--- config.mk ---
export PLATFORM = sky130hd
export DESIGN_NAME = ir_fetch_ctrl
export DESIGN_NICKNAME = d
export VERILOG_FILES = /design/src/rtl/ir_fetch_ctrl.sv
export SDC_FILE = /design/constraint.sdc
export NUM_CORES = 1
export LEC_CHECK = 0
export CAP_MARGIN = 10
export CORE_MARGIN = 4
export CORE_UTILIZATION = 37
export DETAILED_ROUTE_END_ITERATION = 12
export PLACE_DENSITY_LB_ADDON = 0.12
export SLEW_MARGIN = 20
export SYNTH_ARGS = -nofsm -noshare
export SYNTH_HDL_FRONTEND = slang
export SYNTH_SLANG_ARGS = --single-unit
export TNS_END_PERCENT = 30
--- constraint.sdc ---
create_clock -name clk -period 3.7 [get_ports clk]
set_input_delay 0.74 -clock clk [delete_from_list [all_inputs] [get_ports clk]]
set_output_delay 0.74 -clock clk [all_outputs]
set_load 0.02 [all_outputs]
--- src/rtl/ir_fetch_ctrl.sv ---
// Two-byte instruction fetch sequencer feeding the 16-bit IR.
// Owns the PC; tolerates any number of memory wait states.
module ir_fetch_ctrl #(
    parameter int AW = 8,
    parameter int DW = 8,
    parameter logic [AW-1:0] RESET_PC = '0
) (
    input  logic          clk,
    input  logic          rst_n,
    input  logic          fetch_start,
    output logic          fetch_busy,
    output logic          fetch_done,
    input  logic          pc_load,
    input  logic [AW-1:0] pc_in,
    output logic [AW-1:0] pc_out,
    output logic [AW-1:0] mem_addr,
    output logic          mem_rd,
    input  logic [DW-1:0] mem_data,
    input  logic          mem_rdy,
    output logic [DW-1:0] ir_data,
    output logic          ir_enable,
    output logic [1:0]    ir_funsel,
    output logic          ir_lh
);

    typedef enum logic [1:0] {
        IDLE  = 2'd0,
        RD_LO = 2'd1,
        RD_HI = 2'd2,
        DONE  = 2'd3
    } state_t;

    state_t        state, state_nxt;
    logic [AW-1:0] pc, pc_nxt;

    always_ff @(posedge clk or negedge rst_n) begin
        if (!rst_n) begin
            state <= IDLE;
            pc    <= RESET_PC;
        end else begin
            state <= state_nxt;
            pc    <= pc_nxt;
        end
    end

    always_comb begin
        state_nxt  = state;
        pc_nxt     = pc;
        fetch_busy = 1'b0;
        fetch_done = 1'b0;
        mem_rd     = 1'b0;
        ir_enable  = 1'b0;
        ir_lh      = 1'b0;
        ir_data    = '0;
        unique case (state)
            IDLE: begin
                if (pc_load) pc_nxt = pc_in;
                if (fetch_start) state_nxt = RD_LO;
            end
            RD_LO, RD_HI: begin
                fetch_busy = 1'b1;
                mem_rd     = 1'b1;
                ir_lh      = (state == RD_HI);
                // An abort wins over a byte arriving in the same cycle.
                if (pc_load) begin
                    pc_nxt    = pc_in;
                    state_nxt = IDLE;
                end else if (mem_rdy) begin
                    ir_enable = 1'b1;
                    ir_data   = mem_data;
                    pc_nxt    = pc + 1'b1;
                    state_nxt = (state == RD_HI) ? DONE : RD_HI;
                end
            end
            DONE: begin
                fetch_done = 1'b1;
                if (pc_load) pc_nxt = pc_in;
                state_nxt = IDLE;
            end
            default: state_nxt = IDLE;
        endcase
    end

    assign ir_funsel = {1'b0, ir_enable};
    assign pc_out    = pc;
    assign mem_addr  = pc;

endmodule
==> results of run 1 <==
-- per-layer routing --
layer	wire, um	global-route usage
met5	0	0
met4	0	0.0255
met3	122	0.0507
met2	1030	0.249
met1	921	0.204
-- cell usage in the layout (no fill, tap or decap), drive strengths merged, types with 2 or more instances in the layout --
master         netlist  layout
clkdlybuf4s50        0      50
dfrtp               10      10
and2                 8       8
inv                  6       6
nand2                6       6
o21ai                5       5
ha                   5       5
nand3                4       4
clkbuf               2       4
or4                  3       3
nor2                 3       3
a21oi                3       3
and3                 3       3
nand2b               2       2
a2bb2oi              2       2
o211ai               2       2
nand4                2       2
-- per-stage QoR --
step           std cells  total power (uW)
6_report             157               684
2_1_floorplan         88               432
3_5_place_dp         153               591
3_3_place_gp         153               584
5_1_grt              157               733
4_1_cts              157               692
-- state kept, by name (all words and copies together) (netlist names) --
signal / cells
state: 2
mem_addr: 8
-- cell type report --
| cell class | instances | area, um^2 |
|---|---|---|
| repair buffers | 51 | 508 |
| clock buffers | 4 | 36.3 |
| fillers | 187 | 712 |
| well taps | 27 | 33.8 |
| multi-input cells | 59 | 399 |
| flip-flops and latches | 10 | 250 |
| inverters | 6 | 22.5 |
-- critical path, delay by kind of cell --
kind	cells	cell delay, ns
simple gates	2	0.49
buf+inv	2	1.21
-- power by group --
group | switching (uW) | internal [uW] | total (uW)
clock network | 38.4 | 59.7 | 98.1
registers | 36.9 | 134 | 171
logic | 214 | 201 | 415
-- how the worst min path moves through the flow --
stage,start,end,slack (ns)
floorplan,rst_n,mem_addr[0],0.44
global placement,mem_addr[7],mem_addr[7],0.57
detailed placement,mem_addr[7],mem_addr[7],0.58
CTS,mem_addr[7],mem_addr[7],0.59
global route,mem_addr[7],mem_addr[7],0.61
finish,mem_addr[7],mem_addr[7],0.59
-- logic make-up after synthesis --
| family | Yosys count | synth area share |
|---|---|---|
| buf+inv | 19 | 0.148 |
| other cells | 1 | 0.00492 |
| mux | 1 | 0.0131 |
| compound gates | 16 | 0.136 |
| fa+ha+maj | 5 | 0.0821 |
| xor+xnor | 2 | 0.0230 |
| simple gates | 34 | 0.264 |
| flops | 10 | 0.328 |
==> flow_summary.toml, run 1 <==
[setup_path]
cp-end-kind = "primary output"
crit_end = "ir_data[6]"
rr_startpoint = "state[1]"
critPathArrivalTime_ns = 2.43
worstReg2RegEnd = "mem_addr[7]"
reg2reg_slack_ns = 1.83
slowest_delay_ns = 0.61
crit_start = "mem_rdy"
crit_chain = "clkdlybuf4s50_1, and3b_2, and2_1, clkdlybuf4s50_1"
crit_path_top_delay_cell = "clkdlybuf4s50_1"
cp_common_cell = "clkdlybuf4s50_1"
cp.required_ns = 2.96
crit_fanout = 12
worstRegToRegCells = 5
worst-setup-path-type = "in -> out"
startpoint_type = "input pin"

[layout]
fin_nets = 157
layout-drive-gt1-share = 0.0615
synthToLayoutAreaGrowth_pct = 64.0
final_area_um2 = 1250
utilization = 0.637
antenna_cells = 0

[sta]
setup_viol = 0
finalHoldWorstSlack_ns = 0.586
slew_viol_final = 0
fin_ws_ns = 0.526
min_period_ns = 3.17
final.setup_skew_ns = 0.00406
fmax_ghz = 0.315
rsz0062_at_grt = "false"
fin_crit_sh = 0.858
finalHoldViolations = 0
fin_tns_setup_ns = 0

[clock_tree]
clock_latency_ns = 0.26
cts_hold_buf = 0
cts_max_path_buffers = 2
clk_pin_slew_ns = 0.07
cts_setup_buffers = 0
cts_resized = 0
cts_max_level = 1
cts_tree = "built"
clock_sinks = 10
cts_buffers = 3
cts-root-buf = "clkbuf_4"

[synth]
synth_area_um2 = 762
synth.most_common_cell = "buf_4"
syn_inst = 88
yosysTopAreaCell = "dfrtp_1"
async_flop_share = 1.00
synthFlopType = "dfrtp_1"
synth.top_cell.area_share = 0.328
synth_area_leaders = "dfrtp_1, buf_4, ha_1, and2_1, o21ai_0"
yosysUniqueCellTypes = 30
yosys_warnings = 0
synth_edf_count = 0
syn_nets = 114
ys_ff_latch = 10
syn_area_per_cell_um2 = 8.66
seq_area_frac_synth = 0.328
yosys-top-cells-count = "buf_4, dfrtp_1, and2_1, inv_1, nand2_1"

[detailed_routing]
wire_per_inst_um = 13.2
vias = 754
drc = 0
firstDrtPassIters = 4
via_per_inst = 4.80
final_antenna_net_count = 0
routed_wl_um = 2080
drtIter0Drc = 2

[grt]
grt_pass1_vias = 705
antenna_found_initial = 0
grt_pass1_wl_um = 3240
overflow = 0
grt_use_total = 0.156
grt_max_degree = 15

[run]
drv_cap = 0

[power_and_ir_drop]
ir_drop_mv = 0.398
power.density_nw_per_um2 = 547
p_leak_uw = 0.000533

[die]
dieWidth_um = 53.4
design.die.area_um2 = 2850
pin_count = 52
core_um2 = 1960
die_h_um = 53.4
start_util = 0.388
rows = 16

[placement]
placed_area_um2 = 1210
place.detailed.hpwl_um = 1660
dpl_worst_slack_ns = 0.520
globalplace.congestion = 0.741
port-buffer-count = 50

[hold_path]
min_path_type = "reg -> reg"
min_path_cells = 2

[status]
run_status = "complete, no violations"
Power figures use the tool's default switching activity.
==> run 2: changes to the inputs <==
Settings changed: RECOVER_POWER set to 25.
==> run 2 against run 1 <==
Sequential share of layout area increased by 0.060 points. Hold slack improved by 0.00091 ns. Clock power decreased by 1%. Combinational power about the same. Via count decreased by 0.27%. Sequential power about the same. Clock skew decreased by 0.0015 ns. Wire length increased by 0.24%. Die area unchanged. Register-to-register slack about the same. Maximum frequency about the same. First-iteration DRC count decreased by 50%.
==> flow_summary.toml, run 2 (same netlist as run 1, synthesis figures left out) <==
[die]
dieWidth_um = 53.4
rows = 16
die_h_um = 53.4
core_um2 = 1960
pin_count = 52
design.die.area_um2 = 2850
start_util = 0.388

[setup_path]
cp.required_ns = 2.96
rr_startpoint = "state[1]"
worstReg2RegEnd = "mem_addr[7]"
worst-setup-path-type = "in -> out"
crit_start = "mem_rdy"
startpoint_type = "input pin"
crit_chain = "clkdlybuf4s50_1, and3b_2, and2_1, clkdlybuf4s50_1"
worstRegToRegCells = 5
reg2reg_slack_ns = 1.82
slowest_delay_ns = 0.61
crit_path_top_delay_cell = "clkdlybuf4s50_1"
crit_fanout = 12
cp_common_cell = "clkdlybuf4s50_1"
cp-end-kind = "primary output"
critPathArrivalTime_ns = 2.43

[clock_tree]
clk_pin_slew_ns = 0.07
clock_sinks = 10
clock_latency_ns = 0.26
cts_max_path_buffers = 2
cts_tree = "built"
cts_buffers = 3
cts_max_level = 1
cts_setup_buffers = 0
cts_hold_buf = 0
cts_resized = 0
cts-root-buf = "clkbuf_4"

[hold_path]
min_path_type = "reg -> reg"
hold_path_startpoint = "mem_addr[7]"
min_path_cells = 2
min_to = "mem_addr[7]"

[grt]
grt_pass1_vias = 705
grt_max_degree = 15
grt_pass1_wl_um = 3240
antenna_found_initial = 0
grt_use_total = 0.156
overflow = 0

[power_and_ir_drop]
power.share.switching = 0.422
p_leak_uw = 0.000530
ir_drop_mv = 0.398
p_switching_uw = 288
p_total_uw = 683
p_int_uw = 394
combPwrFrac = 0.607
clockPowerShare = 0.142
power.density_nw_per_um2 = 548
pwr-share-seq = 0.251

[sta]
fin_crit_sh = 0.858
min_period_ns = 3.17
finalHoldWorstSlack_ns = 0.587
maxSlewHeadroom = 0.620
fmax_ghz = 0.315
setup_viol = 0
slew_viol_final = 0
finalHoldViolations = 0
final.setup_skew_ns = 0.00254
rsz0062_at_grt = "false"
worstMarginPinSlew_ns = 0.571
fin_tns_setup_ns = 0

[detailed_routing]
wire_per_inst_um = 13.3
final_antenna_net_count = 0
drc = 0
firstDrtPassIters = 2
vias = 752
routed_wl_um = 2080
drtIter0Drc = 1
via_per_inst = 4.79

[layout]
fillers = 189
multi_input_area_um2 = 399
synthToLayoutAreaGrowth_pct = 63.5
largest_reg_flops = 8
fin_nets = 157
layout_common_cells = "clkdlybuf4s50_1, dfrtp_1, and2_1"
final_common_cell = "clkdlybuf4s50_1"
utilization = 0.635
antenna_cells = 0
layout-drive-gt1-share = 0.0538
seq_area_um2 = 250
fin_cells = 157

[placement]
port-buffer-count = 50
place_inst = 153
globalplace.congestion = 0.741
place.detailed.hpwl_um = 1660

[status]
run_status = "complete, no violations"

[run]
drv_cap = 0
[run 2: final cells by class]
cell class / count / area share
Clock buffer: 4 / 0.0291
Inverter: 6 / 0.0181
Multi-Input combinational cell: 59 / 0.320
Sequential cell: 10 / 0.201
Tap cell: 27 / 0.0271
Timing Repair Buffer: 51 / 0.405
[run 2: worst max path at each step]
stage / endpoint / cells after the start / slack, ns
after floorplan: ir_data[0] / 5 / 1.15
after global placement: ir_data[1] / 4 / 0.57
after detailed placement: ir_data[6] / 4 / 0.52
after CTS: ir_data[6] / 4 / 0.52
after global routing: ir_data[2] / 4 / 0.43
final: ir_data[6] / 4 / 0.53
[run 2: power by group through the flow]
stage / clock, uW / combinational, uW / sequential [uW]
after floorplan: 0 / 248 / 184
after global placement: 0 / 413 / 171
after detailed placement: 0 / 419 / 172
after CTS: 101 / 419 / 172
after global routing: 107 / 446 / 178
final: 97.1 / 414 / 171
[run 2: metrics by stage]
stage          cell area [um^2]  setup WS (ns)
2_1_floorplan               762           1.15
6_report                   1250          0.527
4_1_cts                    1250          0.517
5_1_grt                    1250          0.434
3_3_place_gp               1210          0.570
3_5_place_dp               1210          0.520
[run 2: routing by layer]
metal	track usage	share of wire	vias up
met5	0	0	-
met4	0.0255	0	0
met3	0.0507	0.057	0
met2	0.249	0.50	25
met1	0.204	0.44	349
li1	-	-	378
[run 2: worst max-delay path, delay by kind of cell]
family	cells	cell delay (ns)
buf+inv	2	1.21
simple gates	2	0.48
==> run 3: changes to the inputs <==
Settings changed: CTS_CLUSTER_SIZE set to 14.
==> results of run 3 <==
Same layout as run 2: the final DEF is identical, and so are final timing and power.
